===== config.mk =====
export PLATFORM = sky130hd
export DESIGN_NAME = rgmii_tx_ddr_serializer
export DESIGN_NICKNAME = d
export VERILOG_FILES = /design/src/rtl/eth_rgmii_pkg.sv /design/src/rtl/rgmii_tx_clk_div.sv /design/src/rtl/rgmii_tx_ddr_serializer.sv
export SDC_FILE = /design/constraint.sdc
export NUM_CORES = 1
export LEC_CHECK = 0
export CORE_AREA = 2 2 61 63
export CTS_CLUSTER_SIZE = 30
export DETAILED_ROUTE_END_ITERATION = 10
export DIE_AREA = 0 0 63 65
export GPL_TIMING_DRIVEN = 0
export PLACE_DENSITY_LB_ADDON = 0.05
export SETUP_SLACK_MARGIN = 0.5
export SYNTH_ARGS = -nofsm -noshare
export SYNTH_HDL_FRONTEND = slang
export SYNTH_SLANG_ARGS = --single-unit
export TNS_END_PERCENT = 20

===== constraint.sdc =====
create_clock -name clk -period 7.1 [get_ports clk]
set_input_delay 1.42 -clock clk [delete_from_list [all_inputs] [get_ports clk]]
set_output_delay 1.42 -clock clk [all_outputs]
set_load 0.1 [all_outputs]

===== src/rtl/eth_rgmii_pkg.sv =====
// Shared RGMII transmit definitions: speed codes, nibble dividers and the
// helpers that map a speed code onto its divider.
package eth_rgmii_pkg;

   typedef enum logic [1:0] {
      SPEED_10M       = 2'b00,
      SPEED_100M      = 2'b01,
      SPEED_1000M     = 2'b10,
      SPEED_1000M_ALT = 2'b11
   } speed_e;

   localparam int unsigned DIV_100M = 5;
   localparam int unsigned DIV_10M  = 50;

   // Both upper codes run at gigabit rate.
   function automatic logic isGigabit(input logic [1:0] spd);
      return spd[1];
   endfunction

   function automatic int unsigned nibbleDivider(input logic [1:0]  spd,
                                                 input int unsigned div10,
                                                 input int unsigned div100);
      if (isGigabit(spd)) begin
         return 1;
      end else if (spd == SPEED_100M) begin
         return div100;
      end else begin
         return div10;
      end
   endfunction

endpackage


===== src/rtl/rgmii_tx_clk_div.sv =====
// Nibble-rate divider for the RGMII transmitter: tracks the active speed, the
// position inside the nibble period and produces the forwarded clock pair.
module rgmii_tx_clk_div #(
   parameter int unsigned DIV_100M = eth_rgmii_pkg::DIV_100M,
   parameter int unsigned DIV_10M  = eth_rgmii_pkg::DIV_10M,
   parameter int unsigned CNT_W    = 6
) (
   input  logic       clk,
   input  logic       rst,
   input  logic [1:0] speed_i,
   output logic       boundary_o,
   output logic       holdLoad_o,
   output logic       gigNext_o,
   output logic       nibbleStart_o,
   output logic       phaseNext_o,
   output logic       txClkQ1_o,
   output logic       txClkQ2_o
);

   import eth_rgmii_pkg::*;

   localparam int unsigned CW1 = CNT_W + 1;

   logic [1:0]       speed_q, speed_d;
   logic [CNT_W-1:0] cnt_q, cnt_d;
   logic             phase_q, phase_d;
   logic             clkQ1_q, clkQ1_d;
   logic             clkQ2_q, clkQ2_d;

   logic [CW1-1:0]   divCur, divNext, lastCnt;
   logic [CW1-1:0]   slotRise, slotFall;
   logic             gigCur, gigNext, lastCycle, lastHalf, boundary;

   // Speed is only re-sampled at a byte boundary so a nibble is never cut
   // short; the forwarded clock is derived from the next-state count so the
   // registered pair lines up with the count it describes.
   always_comb begin
      gigCur    = isGigabit(speed_q);
      divCur    = CW1'(nibbleDivider(speed_q, DIV_10M, DIV_100M));
      lastCnt   = divCur - CW1'(1);
      lastCycle = ({1'b0, cnt_q} == lastCnt);
      lastHalf  = lastCycle && phase_q && !gigCur;
      boundary  = gigCur || lastHalf;

      speed_d   = boundary ? speed_i : speed_q;
      gigNext   = isGigabit(speed_d);
      divNext   = CW1'(nibbleDivider(speed_d, DIV_10M, DIV_100M));

      cnt_d     = '0;
      phase_d   = 1'b0;
      if (!gigCur) begin
         if (lastCycle) begin
            cnt_d   = '0;
            phase_d = ~phase_q;
         end else begin
            cnt_d   = cnt_q + CNT_W'(1);
            phase_d = phase_q;
         end
      end

      slotRise = {cnt_d, 1'b0};
      slotFall = {cnt_d, 1'b1};
      if (gigNext) begin
         clkQ1_d = 1'b1;
         clkQ2_d = 1'b0;
      end else begin
         clkQ1_d = (slotRise < divNext);
         clkQ2_d = (slotFall < divNext);
      end
   end

   always_ff @(posedge clk or posedge rst) begin
      if (rst) begin
         speed_q <= SPEED_1000M;
         cnt_q   <= '0;
         phase_q <= 1'b0;
         clkQ1_q <= 1'b0;
         clkQ2_q <= 1'b0;
      end else begin
         speed_q <= speed_d;
         cnt_q   <= cnt_d;
         phase_q <= phase_d;
         clkQ1_q <= clkQ1_d;
         clkQ2_q <= clkQ2_d;
      end
   end

   assign boundary_o    = boundary;
   assign holdLoad_o    = lastHalf;
   assign gigNext_o     = gigNext;
   assign nibbleStart_o = !gigNext && (cnt_d == '0);
   assign phaseNext_o   = phase_d;
   assign txClkQ1_o     = clkQ1_q;
   assign txClkQ2_o     = clkQ2_q;

endmodule


===== src/rtl/rgmii_tx_ddr_serializer.sv =====
// GMII to RGMII transmit serializer: produces registered rising/falling half
// pairs for data, control and forwarded clock at 10/100/1000 Mb/s.
module rgmii_tx_ddr_serializer #(
   parameter int unsigned DIV_100M = eth_rgmii_pkg::DIV_100M,
   parameter int unsigned DIV_10M  = eth_rgmii_pkg::DIV_10M,
   parameter int unsigned CNT_W    = 6
) (
   input  logic       clk,
   input  logic       rst,
   input  logic [1:0] speed,
   input  logic [7:0] gmii_txd,
   input  logic       gmii_tx_en,
   input  logic       gmii_tx_er,
   output logic       gmii_clk_en,
   output logic [3:0] txd_q1,
   output logic [3:0] txd_q2,
   output logic       tx_ctl_q1,
   output logic       tx_ctl_q2,
   output logic       tx_clk_q1,
   output logic       tx_clk_q2
);

   import eth_rgmii_pkg::*;

   logic       boundary, holdLoad, gigNext, nibbleStart, phaseNext;
   logic [7:0] holdByte_q, holdByte_d;
   logic       holdEn_q, holdEn_d;
   logic       holdEr_q, holdEr_d;
   logic [3:0] txdQ1_q, txdQ1_d;
   logic [3:0] txdQ2_q, txdQ2_d;
   logic       ctlQ1_q, ctlQ1_d;
   logic       ctlQ2_q, ctlQ2_d;
   logic [3:0] nibble;
   logic       nibbleCtl;

   rgmii_tx_clk_div #(
      .DIV_100M (DIV_100M),
      .DIV_10M  (DIV_10M),
      .CNT_W    (CNT_W)
   ) u_clkDiv (
      .clk           (clk),
      .rst           (rst),
      .speed_i       (speed),
      .boundary_o    (boundary),
      .holdLoad_o    (holdLoad),
      .gigNext_o     (gigNext),
      .nibbleStart_o (nibbleStart),
      .phaseNext_o   (phaseNext),
      .txClkQ1_o     (tx_clk_q1),
      .txClkQ2_o     (tx_clk_q2)
   );

   // Gigabit bytes go straight to the output pair; at 10/100 the accepted
   // byte is held and one nibble is presented per period on both halves.
   always_comb begin
      holdByte_d = holdLoad ? gmii_txd   : holdByte_q;
      holdEn_d   = holdLoad ? gmii_tx_en : holdEn_q;
      holdEr_d   = holdLoad ? gmii_tx_er : holdEr_q;

      nibble     = phaseNext ? holdByte_d[7:4] : holdByte_d[3:0];
      nibbleCtl  = holdEn_d ^ (phaseNext & holdEr_d);

      txdQ1_d    = txdQ1_q;
      txdQ2_d    = txdQ2_q;
      ctlQ1_d    = ctlQ1_q;
      ctlQ2_d    = ctlQ2_q;
      if (gigNext) begin
         txdQ1_d = gmii_txd[3:0];
         txdQ2_d = gmii_txd[7:4];
         ctlQ1_d = gmii_tx_en;
         ctlQ2_d = gmii_tx_en ^ gmii_tx_er;
      end else if (nibbleStart) begin
         txdQ1_d = nibble;
         txdQ2_d = nibble;
         ctlQ1_d = nibbleCtl;
         ctlQ2_d = nibbleCtl;
      end
   end

   always_ff @(posedge clk or posedge rst) begin
      if (rst) begin
         holdByte_q <= '0;
         holdEn_q   <= 1'b0;
         holdEr_q   <= 1'b0;
         txdQ1_q    <= '0;
         txdQ2_q    <= '0;
         ctlQ1_q    <= 1'b0;
         ctlQ2_q    <= 1'b0;
      end else begin
         holdByte_q <= holdByte_d;
         holdEn_q   <= holdEn_d;
         holdEr_q   <= holdEr_d;
         txdQ1_q    <= txdQ1_d;
         txdQ2_q    <= txdQ2_d;
         ctlQ1_q    <= ctlQ1_d;
         ctlQ2_q    <= ctlQ2_d;
      end
   end

   // The strobe must read 0 for as long as reset is held, even though the
   // divider sits in its gigabit state then.
   assign gmii_clk_en = boundary & ~rst;
   assign txd_q1      = txdQ1_q;
   assign txd_q2      = txdQ2_q;
   assign tx_ctl_q1   = ctlQ1_q;
   assign tx_ctl_q2   = ctlQ2_q;

endmodule


After elaboration in Yosys (flattened, before gate mapping)
Index checks and enable logic that the tools add are counted.
{"block": "op_classes", "n_bitwise": 6, "mux": 21, "n_reduce_logical": 8, "add_sub_neg": 2, "eq_ne": 3, "n_lt_le_gt_ge": 2}
{"operator": "6-bit 2-to-1 mux", "n": 4}
{"operator": "4-bit 2-to-1 mux", "n": 4}
{"operator": "7-bit < comparator", "n": 2}
{"operator": "7-bit 2-to-1 mux", "n": 2}
{"operator": "1-bit 2-to-1 mux", "n": 9}
{"operator": "8-bit 2-to-1 mux", "n": 1}
{"operator": "6-bit by 7-bit equality test with 1-bit output", "n": 1}
{"operator": "7-bit by 1-bit subtractor with 7-bit output, second input constant", "n": 1}
{"operator": "6-bit by 1-bit adder with 6-bit output, second input constant", "n": 1}
{"operator": "6-bit logical NOT", "n": 1}
{"operator": "2-bit by 1-bit equality test with 1-bit output, second input constant", "n": 2}
{"operator": "1-bit logical AND", "n": 3}
{"operator": "1-bit bitwise AND", "n": 2}
{"operator": "1-bit logical NOT", "n": 2}
{"operator": "2-bit 2-to-1 mux", "n": 1}
{"operator": "1-bit inverter", "n": 2}
{"operator": "2-bit nonzero test", "n": 1}
{"operator": "1-bit bitwise XOR", "n": 2}
{"operator": "1-bit logical OR", "n": 1}
{"block": "word_totals", "out_inout_bits": 13, "inputBits": 14, "register_bits": 31, "elab_cells": 54}

Longest topological paths before layout
{"block": "logic_depth", "depth_word": 14, "mapped_depth": 16, "depth_no_buf": 15}

By module
A second synthesis with hierarchy kept.
{"block": "unflattened", "hier_cells": 172, "hier_area_um2": 1771.7}
{"mod": "rgmii_tx_ddr_serializer", "area_per_inst_um2": 935.9, "instances": 1, "cells_per_inst": 79}
{"mod": "rgmii_tx_clk_div", "area_per_inst_um2": 835.8, "instances": 1, "cells_per_inst": 93}

Worst setup path after synthesis
No wires, ideal clock.
{"block": "synth_path", "kind": "register to output", "from": "register u_clkDiv.speed_q[1]", "to": "output port gmii_clk_en", "path_buffers": 1, "setup_slack_ns": 2.443, "t_arrival_ns": 3.237, "path_stages_with_launch": 10, "cell_sequence": "dfstp_2 buf_6 nor2_2 ha_1 xor2_1 nand2_1 a2111oi_0 ha_1 nor2_1 nor2_1"}
{"block": "synth_via", "elab_chain_len": 9, "word_cells_on_any_way": 10}
{"item": "start, declared", "line_no": "rgmii_tx_clk_div.sv:24", "rtl": "logic [1:0] speed_q, speed_d;"}
{"item": "start signal, assigned", "line_no": "rgmii_tx_clk_div.sv:80", "rtl": "speed_q <= speed_d;"}
{"item": "2-bit by 1-bit equality test with 1-bit output", "line_no": "eth_rgmii_pkg.sv:25", "rtl": "end else if (spd == SPEED_100M) begin"}
{"item": "6-bit 2-to-1 mux", "line_no": "eth_rgmii_pkg.sv:25"}
{"item": "7-bit 2-to-1 mux", "line_no": "eth_rgmii_pkg.sv:23", "rtl": "if (isGigabit(spd)) begin"}
{"item": "7-bit by 1-bit subtractor with 7-bit output", "line_no": "rgmii_tx_clk_div.sv:40", "rtl": "lastCnt = divCur - CW1'(1);"}
{"item": "6-bit by 7-bit equality test with 1-bit output", "line_no": "rgmii_tx_clk_div.sv:41", "rtl": "lastCycle = ({1'b0, cnt_q} == lastCnt);"}
{"item": "1-bit logical AND (2 in series)", "line_no": "rgmii_tx_clk_div.sv:42", "rtl": "lastHalf = lastCycle && phase_q && !gigCur;"}
{"item": "1-bit logical OR *", "line_no": "rgmii_tx_clk_div.sv:43", "rtl": "boundary = gigCur || lastHalf;"}
{"item": "1-bit bitwise AND *", "line_no": "rgmii_tx_ddr_serializer.sv:102", "rtl": "assign gmii_clk_en = boundary & ~rst;"}
{"item": "end, declared", "line_no": "rgmii_tx_ddr_serializer.sv:14", "rtl": "output logic gmii_clk_en,"}
Every way passes the cells marked *; elsewhere a longest branch is shown, timed or not.

Worst setup path in the final report
Ends and elaborated chain as after synthesis.

==> impl_metrics.env <==
export IMPL_grt_use_total_pct=20.4
export IMPL_io_buffers=26
export IMPL_fmax_mhz=188
export IMPL_drc=0
export IMPL_fin_skew_ns=0.00781
export IMPL_layout_common_cells="dfrtp_1, clkdlybuf4s50_1, nor2_1, nand2_1"
export IMPL_core_mm2=0.00350
export IMPL_htreeDepth=2
export IMPL_cts_root_buf="clkbuf_4"
export IMPL_ff2ff_setup_slack_ns=3.21
export IMPL_drtPass1Iterations=4
export IMPL_critPathLaunchType="register"
export IMPL_dieArea_mm2=0.00410
export IMPL_multiInputGateArea_um2=921
export IMPL_insertion_delay_ns=0.33
export IMPL_layout_drive_gt1_share_pct=16.1
export IMPL_hold_violations=0
export IMPL_grt_pass1_wl_um=6360
export IMPL_syn_area_mm2=0.00180
export IMPL_synth_distinct_cells=43
export IMPL_min_period_ns=5.33
export IMPL_utilization_pct=62.1
export IMPL_cp_data_arrival_time_ns=3.91
export IMPL_n_fill_cell=315
export IMPL_post_cts_setup_buffers=0
export IMPL_syn_nets=193
export IMPL_start_util_pct=51.5
export IMPL_cap_viol_max_count=0
export IMPL_yosys_warnings=0
export IMPL_routed_via_density=5.44
export IMPL_synth_cells=171
export IMPL_ys_ff_latch=31
export IMPL_hpwl_um=2740
export IMPL_overflow=0
export IMPL_diodes=0
export IMPL_slew_headroom_pct=21.9
export IMPL_setup_violations=0
export IMPL_seq_area_frac_synth_pct=43.2
export IMPL_slew_violations=0
export IMPL_cts_tree="done"
export IMPL_ctsHoldBuffers=0
export IMPL_final_common_cell="dfrtp_1"
export IMPL_syn2layout_area_growth_pct=20.5
export IMPL_drt_total_wl_um=3780
export IMPL_grt_pass1_vias=1320
export IMPL_outcome="completed"
export IMPL_clkSinkCount=31
export IMPL_grt_start_max_net_pins=32
export IMPL_placed_area_mm2=0.00212
export IMPL_final_cell_area_mm2=0.00217
export IMPL_rsz0062_at_grt="false"
export IMPL_critPathMaxFanout=10
export IMPL_regArea_um2=777
export IMPL_critPathRequiredTime_ns=5.68
export IMPL_final_nets=226
export IMPL_antenna_found_initial=0
export IMPL_die_w_um=63
export IMPL_gp_congestion=0.823
export IMPL_vias=1377
export IMPL_path_class="reg2out"
export IMPL_period_share_pct=75.0
export IMPL_stdcell_count=253
export IMPL_drt_iter0_drc=65
export IMPL_io_pin_count=27
export IMPL_synth_area_per_cell_um2=10.5
export IMPL_antenna_left=0
export IMPL_row_count=22
export IMPL_placedCellCount=245
export IMPL_finalSetupTns_ns=0
export IMPL_min_path_type="reg2reg"
export IMPL_cts_max_path_buffers=2
export IMPL_cts_buffers=5
export IMPL_routedWlPerCell_um=14.9
export IMPL_crit_path_end_kind="primary output"
export IMPL_tightest_slew_ns=1.17
export IMPL_ctsResizeCount=0
export IMPL_die_h_um=65
export IMPL_clkTransAtPathRegs_ns=0.10
## flip-flops by register name (all words and copies together), names as in the netlist
register,count
holdByte_q,8
u_clkDiv.cnt_q,6
txd_q1,4
txd_q2,4
u_clkDiv.speed_q,2
holdEn_q,1
holdEr_q,1
tx_ctl_q1,1
tx_ctl_q2,1
u_clkDiv.phase_q,1
u_clkDiv.txClkQ1_o,1
u_clkDiv.txClkQ2_o,1
## metrics by stage
step / setup WS, ns / hold WS [ns]
floorplan: 2.44 / 0.472
global placement: 2.13 / 0.482
detailed placement: 2.06 / 0.492
CTS: 1.69 / 0.514
global route: 1.50 / 0.532
finish: 1.77 / 0.512
## cells in the mapped netlist, drive strengths merged
library cell	number	area share, %
mux2	12	7.7
nor3	4	1.1
a21oi	6	1.7
a31oi	11	3.8
ha	8	5.6
inv	9	1.9
o22a	1	0.49
clkbuf	3	0.63
xnor2	2	0.97
mux2i	1	0.56
nor3b	1	0.69
a211oi	1	0.42
o31ai	1	0.69
mux4	4	5.6
a21o	2	0.83
buf	6	3.2
nand2b	4	1.4
o21a	2	0.83
nand3	3	0.83
a2111oi	1	0.49
nor2	24	5.1
a22oi	2	1.1
and4bb	1	0.69
o211ai	1	0.69
or2	2	0.70
and2	1	0.35
xor2	5	2.4
o21ai	4	1.7
nor2b	3	1.5
nand2	15	3.1
dfrtp	30	42
dfstp	1	1.5
## area by class of cell
class	count	area share (%)
Multi-Input combinational cell	122	42.4
Sequential cell	31	35.8
Timing Repair Buffer	26	12.0
Buffer	9	3.17
Tap cell	48	2.77
Clock buffer	8	2.25
Inverter	9	1.56
## critical path: stages (launching register included)
cell and delay, ns:
dfstp_2 0.54, buf_6 0.14, nor2_2 0.06, ha_1 0.31
xor2_1 0.15, nand2_1 0.14, a2111oi_0 0.53, ha_1 0.36
nor2_1 0.11, nor2_1 0.10, clkdlybuf4s50_1 1.14
## logic make-up after synthesis
kind of cell	after synthesis	synth area share (%)
AOI/OAI and AO/OA	32	12.8
xor gates and xnor gates	7	3.41
adders and majority gates	8	5.56
buffers and inverters	18	5.70
DFF	31	43.2
muxes	17	13.9
and+or+nand+nor	58	15.5
## metal layers
layer	vias to the layer above	track usage, %	part of all wire, %
met5	-	0	0
met4	0	9.72	2.8
met2	42	33.9	50
met3	10	5.03	4.0
met1	662	25.0	43
li1	663	-	-
## final timing paths
path | start | endpoint | depth (start not counted)
max | u_clkDiv.speed_q[1]$_DFF_PP1_ | gmii_clk_en | 10
min | holdByte_q[7]$_DFF_PP0_ | holdByte_q[7]$_DFF_PP0_ | 1
max reg2reg | u_clkDiv.speed_q[1]$_DFF_PP1_ | u_clkDiv.txClkQ1_o$_DFF_PP0_ | 15
min reg2reg | holdByte_q[7]$_DFF_PP0_ | holdByte_q[7]$_DFF_PP0_ | 1
max in group asynchronous | rst | u_clkDiv.cnt_q[5]$_DFF_PP0_ | 2
min in group asynchronous | rst | u_clkDiv.speed_q[0]$_DFF_PP0_ | 2
Power is left out: the tool's default activity adds up to more than one toggle a clock period on the data nets, which glitch-free logic cannot reach.
